$ cat src/rtl/addr_mode_seq.sv
// Addressing-mode sequencer: MOV/MVI/LDA/LDD, plus LDI when AM_INDIRECT_EN is defined.
// Fetches the immediate and memory operand, then issues a single held writeback.
module addr_mode_seq #(
    parameter int DATA_W   = 16,
    parameter int REG_AW   = 3,
    parameter int ACC_ADDR = 0
) (
    input  logic              clk,
    input  logic              rst,
    input  logic              am_valid,
    output logic              am_ready,
    input  logic [3:0]        am_opcode,
    input  logic [REG_AW-1:0] op1_regaddr,
    input  logic [REG_AW-1:0] op2_regaddr,
    input  logic [DATA_W-1:0] op1_data,
    input  logic [DATA_W-1:0] op2_data,
    output logic              imm_req,
    input  logic              imm_ack,
    input  logic [DATA_W-1:0] imm_data,
    output logic              mem_req,
    output logic [DATA_W-1:0] mem_addr,
    input  logic              mem_ack,
    input  logic [DATA_W-1:0] mem_rdata,
    output logic              wb_valid,
    input  logic              wb_ready,
    output logic [REG_AW-1:0] wb_regaddr,
    output logic [DATA_W-1:0] wb_data,
    output logic              am_err
);

    localparam logic [3:0] OP_MOV = 4'b0000;
    localparam logic [3:0] OP_MVI = 4'b0001;
    localparam logic [3:0] OP_LDA = 4'b0010;
    localparam logic [3:0] OP_LDD = 4'b0011;
    localparam logic [3:0] OP_LDI = 4'b0100;

    typedef enum logic [1:0] {
        S_IDLE,
        S_IMM,
        S_MEM,
        S_WB
    } state_t;

    state_t              state_q, state_d;
    logic [3:0]          opc_q, opc_d;
    logic [REG_AW-1:0]   rd_q, rd_d;
    logic [REG_AW-1:0]   wb_regaddr_q, wb_regaddr_d;
    logic [DATA_W-1:0]   wb_data_q, wb_data_d;
    logic [DATA_W-1:0]   mem_addr_q, mem_addr_d;
    logic                am_err_q, am_err_d;

    // The source register address is carried on the bus but never needed here.
    logic unused_op2_regaddr;
    assign unused_op2_regaddr = ^op2_regaddr;

    always_comb begin
        state_d      = state_q;
        opc_d        = opc_q;
        rd_d         = rd_q;
        wb_regaddr_d = wb_regaddr_q;
        wb_data_d    = wb_data_q;
        mem_addr_d   = mem_addr_q;
        am_err_d     = 1'b0;
        unique case (state_q)
            S_IDLE: begin
                if (am_valid) begin
                    opc_d = am_opcode;
                    rd_d  = op1_regaddr;
                    case (am_opcode)
                        OP_MOV: begin
                            wb_regaddr_d = op1_regaddr;
                            wb_data_d    = op2_data;
                            state_d      = S_WB;
                        end
                        OP_MVI: state_d = S_IMM;
                        OP_LDA: begin
                            wb_regaddr_d = REG_AW'(ACC_ADDR);
                            wb_data_d    = op1_data;
                            state_d      = S_WB;
                        end
                        OP_LDD: state_d = S_IMM;
`ifdef AM_INDIRECT_EN
                        OP_LDI: begin
                            mem_addr_d = op2_data;
                            state_d    = S_MEM;
                        end
`endif
                        default: am_err_d = 1'b1;
                    endcase
                end
            end
            S_IMM: begin
                if (imm_ack) begin
                    if (opc_q == OP_LDD) begin
                        mem_addr_d = imm_data;
                        state_d    = S_MEM;
                    end else begin
                        wb_regaddr_d = rd_q;
                        wb_data_d    = imm_data;
                        state_d      = S_WB;
                    end
                end
            end
            S_MEM: begin
                if (mem_ack) begin
                    wb_regaddr_d = rd_q;
                    wb_data_d    = mem_rdata;
                    state_d      = S_WB;
                end
            end
            S_WB: begin
                if (wb_ready) state_d = S_IDLE;
            end
            default: state_d = S_IDLE;
        endcase
    end

    always_ff @(posedge clk) begin
        if (rst) begin
            state_q      <= S_IDLE;
            opc_q        <= '0;
            rd_q         <= '0;
            wb_regaddr_q <= '0;
            wb_data_q    <= '0;
            mem_addr_q   <= '0;
            am_err_q     <= 1'b0;
        end else begin
            state_q      <= state_d;
            opc_q        <= opc_d;
            rd_q         <= rd_d;
            wb_regaddr_q <= wb_regaddr_d;
            wb_data_q    <= wb_data_d;
            mem_addr_q   <= mem_addr_d;
            am_err_q     <= am_err_d;
        end
    end

    assign am_ready   = (state_q == S_IDLE);
    assign imm_req    = (state_q == S_IMM);
    assign mem_req    = (state_q == S_MEM);
    assign wb_valid   = (state_q == S_WB);
    assign wb_regaddr = wb_regaddr_q;
    assign wb_data    = wb_data_q;
    assign mem_addr   = mem_addr_q;
    assign am_err     = am_err_q;

endmodule
$ cat config.mk
export PLATFORM = sky130hd
export DESIGN_NAME = addr_mode_seq
export DESIGN_NICKNAME = d
export VERILOG_FILES = /design/src/rtl/addr_mode_seq.sv
export SDC_FILE = /design/constraint.sdc
export NUM_CORES = 1
export LEC_CHECK = 0
export CORE_MARGIN = 2
export CORE_UTILIZATION = 43
export DETAILED_ROUTE_END_ITERATION = 6
export GPL_TIMING_DRIVEN = 0
export HOLD_SLACK_MARGIN = 0.1
export PLACE_DENSITY = 0.84
export SYNTH_ARGS = -nofsm -noshare
export SYNTH_HDL_FRONTEND = slang
export SYNTH_SLANG_ARGS = --single-unit
$ cat constraint.sdc
create_clock -name clk -period 4.03 [get_ports clk]
set_clock_uncertainty 0.15 [all_clocks]
set_input_delay 1.0075 -clock clk [delete_from_list [all_inputs] [get_ports clk]]
set_output_delay 1.0075 -clock clk [all_outputs]
set_load 0.005 [all_outputs]
==> results.md <==
* First-pass iteration count of the detailed router at 4
* First element of the critical path: am_opcode[0]
* Switching Power at 0.0007140 W
* Count of mapped cells out of synthesis at 239
* PD cells at 522.0 nW/um^2
* Post-DR wirelength/cell at 16.42 um
* Worst reg2reg endpoint: mem_addr[11]$_SDFFE_PP0P_
* Post-synth net total at 324
* Start point of the worst hold path: opc_q[2]$_SDFFE_PP0N_
* Count of unique library cells instantiated by Yosys at 27
* Area of the multi-input gates at 1361 um^2
* Vias after detailed routing at 2310
* Largest fanout on the critical path at 10
* Antenna violations before repair at 0
* Worst Path Required at 4.07 ns
* Clock transition at path regs at 0.08 ns
* Power share of the sequential group at 0.323
* R2R Path Start: state_q[1]$_SDFFE_PP0P_
* Die Area at 6118 um^2
* Cts bufs inserted at 5
* Final Hold Vio Count at 0
* Post-layout net count at 445
* Total routing usage reported by global routing at 0.2336
* Starting density of the core at 0.4382
* Family of cells with the greatest summed delay on the critical path: buffers and inverters
* Slowest CP cell: sky130_fd_sc_hd__clkdlybuf4s50_1
* Layout filler cell count at 452
* Pin slew with the least headroom to its limit at 0.6009 ns
* TritonCTS clock tree: built
* Count of pins over their slew limit at 0
* Worst slew margin relative to its limit at 0.5994
* Peak per-stage delay on the critical path at 0.53 ns
* Startpoint Class: input pin
* Via count of the first global-routing pass at 2314
* Int Power at 0.001208 W
* Hold-critical path endpoint: opc_q[2]$_SDFFE_PP0N_
* Layout cell share with drive strength beyond 1 at 0.04986
* Area taken by flip-flops and latches at 900.9 um^2
* DRC violations left at 0
* Area added between synthesis and finish at 55.47%
* Area of the placeable core at 5405 um^2
* Hold crit path type: flip-flop to flip-flop
* Post-synthesis register bit count at 45
* Max-cap viol count at 0
* F_max at 0.3428 GHz
* Minimum setup slack among reg-to-reg paths at 1.45 ns
* Leakage power of the design at 1.510 nW
* Critical path start-end classification: input pin to flip-flop
* Total of hold buffers inserted after clock tree synthesis at 0
* Number of top-level design ports at 120
* Number of H-tree levels at 2
* Switching power share of the total at 0.3714
* Share of total power in combinational logic at 0.538
* Remaining global-route overflow at 0
* Share of synthesized area occupied by flip-flops and latches at 0.3803
* Hold Crit Depth at 2
* Cts repair resizes at 0
* Crit-path cells: clkdlybuf4s50_1 > nor4b_1 > buf_4 > buf_4 > mux2i_1 > a211o_1 > mux2i_1
* Number of buffer and inverter stages on the critical path at 3
* Setup-failing EPs final at 0
* CP arrival at 2.95 ns
* Setup tns final at 0 ns
* Post-detailed-routing wire length at 7111 um
* Netlist Area Pre-Place at 2369 um^2
* Starting DRC count in detailed routing at 81
* Category of the worst setup path capture point: flip-flop
* Max VDD drop at 0.0002466 V
* Cell row count at 27
* Status: completed
* Largest net degree at the start of global routing at 14
* Setup repair after global routing missed its margin: no
* Post-CTS setup buffer count at 0
* Clock group share of total power at 0.140
* First-pass GRT wire length at 11180 um
* Synthesized area per cell at 9.910 um^2
* Port Buffers at 114
* Fraction of the cycle the final worst path needs at 0.7238
* DP Wirelength at 5761 um
* Die outline width at 78.22 um
* Number of nets still failing antenna checks after routing at 0
* Buffers from clock root to sink, at most at 2
* Vertical die dimension at 78.22 um
* Synth warn at 0
* Ant diodes at 0
* Mean number of vias per cell at 5.335
* Logic depth of the worst register-to-register path at 7
* Weighted congestion reported at the end of routability-driven placement at 0.8993
* Time the final worst path needs with I/O delays and setup at 2.917 ns
* Worst hold slack at 0.3096 ns
* Clock root cell: sky130_fd_sc_hd__clkbuf_8
* Sink Count at 45
* Clock latency of the later-clocked register in the worst-skew pair at 0.28 ns
## power by group through the flow
stage | Combinational, W | Clock, W | Sequential (W)
global placement | 0.00101 | 0 | 0.000625
CTS | 0.00104 | 0.000272 | 0.000620
global route | 0.00113 | 0.000289 | 0.000633
finish | 0.00103 | 0.000268 | 0.000620
floorplan | 0.000590 | 0 | 0.000629
detailed placement | 0.00103 | 0 | 0.000629
## worst register-to-register path: cells and delay by family (launching register included)
kind,cells,cell delay [ns]
adder cells (fa/ha/maj),1,0.19
buffers and inverters,3,0.96
multiplexers,1,0.20
AND/OR/NAND/NOR,2,0.56
flip-flops,1,0.38
## per-stage QoR
stage / area [um^2] / util / power (W) / std cells / worst slack (ns)
floorplan: 2369 / - / 0.001220 / 239 / 1.416
global placement: 3600 / 0.6660 / 0.001640 / 425 / 0.8042
detailed placement: 3600 / 0.6660 / 0.001663 / 425 / 0.7860
CTS: 3682 / 0.6813 / 0.001929 / 433 / 1.089
global route: 3682 / 0.6813 / 0.002048 / 433 / 0.9551
finish: 3682 / 0.6813 / 0.001922 / 433 / 1.113
## per-layer routing
layer / part of all wire / up-vias / track usage
li1: - / 1127 / -
met1: 0.39 / 1063 / 0.2674
met2: 0.49 / 111 / 0.4129
met3: 0.10 / 9 / 0.07701
met4: 0.013 / 0 / 0.07018
met5: 0 / - / 0
## logic make-up (layout without fill, tap and decap cells)
logic type                 after synthesis  count (layout)  share of synthesized area
AOI/OAI and AO/OA                       53              53                     0.1939
muxes                                   50              50                     0.2113
and+or+nand+nor                         63              63                     0.1432
buffers and inverters                   23             145                    0.04490
adders and majority gates                5               5                    0.02641
DFF                                     45              45                     0.3803
## synthesized netlist by cell type, drive strengths merged
cell type  number  share of area
a2111oi         1          0.012
nand2b         16          0.042
mux2i          50           0.21
and4bb          1         0.0053
nor2           18          0.029
nor3            2         0.0042
o21ai           1         0.0021
a21oi          13          0.027
a211oi          1         0.0085
ha              5          0.026
a311oi          3          0.011
nand2           9          0.017
a211o          16          0.059
dfxtp          45           0.38
or3b            1         0.0048
a221oi         18          0.074
nor4b           1         0.0037
nand3           8          0.017
nor3b           3         0.0095
clkbuf         15          0.024
buf             5          0.016
inv             3         0.0048
nor2b           4          0.011
## final cells by class
| type | count | area share |
|---|---|---|
| multi-input combinational | 171 | 0.3697 |
| timing repair buffer | 114 | 0.3099 |
| sequential | 45 | 0.2446 |
| buffer | 20 | 0.02582 |
| tap | 72 | 0.02446 |
| clock buffer | 6 | 0.01971 |
| inverter | 3 | 0.003058 |
| clock inverter | 2 | 0.002718 |
## how the worst max path moves through the flow
stage / endpoint / slack (ns) / cells past startpoint
after floorplan: wb_data[10]$_SDFFE_PP0P_ / 1.42 / 6
after global placement: wb_data[14]$_SDFFE_PP0P_ / 0.80 / 7
after detailed placement: wb_data[12]$_SDFFE_PP0P_ / 0.79 / 7
after CTS: wb_data[8]$_SDFFE_PP0P_ / 1.09 / 7
after global routing: wb_data[13]$_SDFFE_PP0P_ / 0.96 / 7
final: wb_data[14]$_SDFFE_PP0P_ / 1.11 / 7
## sequential cells by signal, indices dropped and copies added (netlist names)
name / cells
state_q: 2
wb_regaddr: 3
am_err: 1
opc_q: 4
wb_data: 16
mem_addr: 16
rd_q: 3
## cell usage in the layout (no fill, tap or decap), drive strengths merged, types with 2 or more instances in the layout
master | netlist | layout
nor2 | 18 | 18
mux2i | 50 | 50
nor3 | 2 | 2
nand3 | 8 | 8
clkdlybuf4s50 | 0 | 114
a221oi | 18 | 18
clkinv | 0 | 2
buf | 5 | 5
nor3b | 3 | 3
inv | 3 | 3
clkbuf | 15 | 21
nand2 | 9 | 9
nand2b | 16 | 16
ha | 5 | 5
a21oi | 13 | 13
a311oi | 3 | 3
dfxtp | 45 | 45
a211o | 16 | 16
nor2b | 4 | 4
Note: power is estimated with default switching activity, not from simulation.
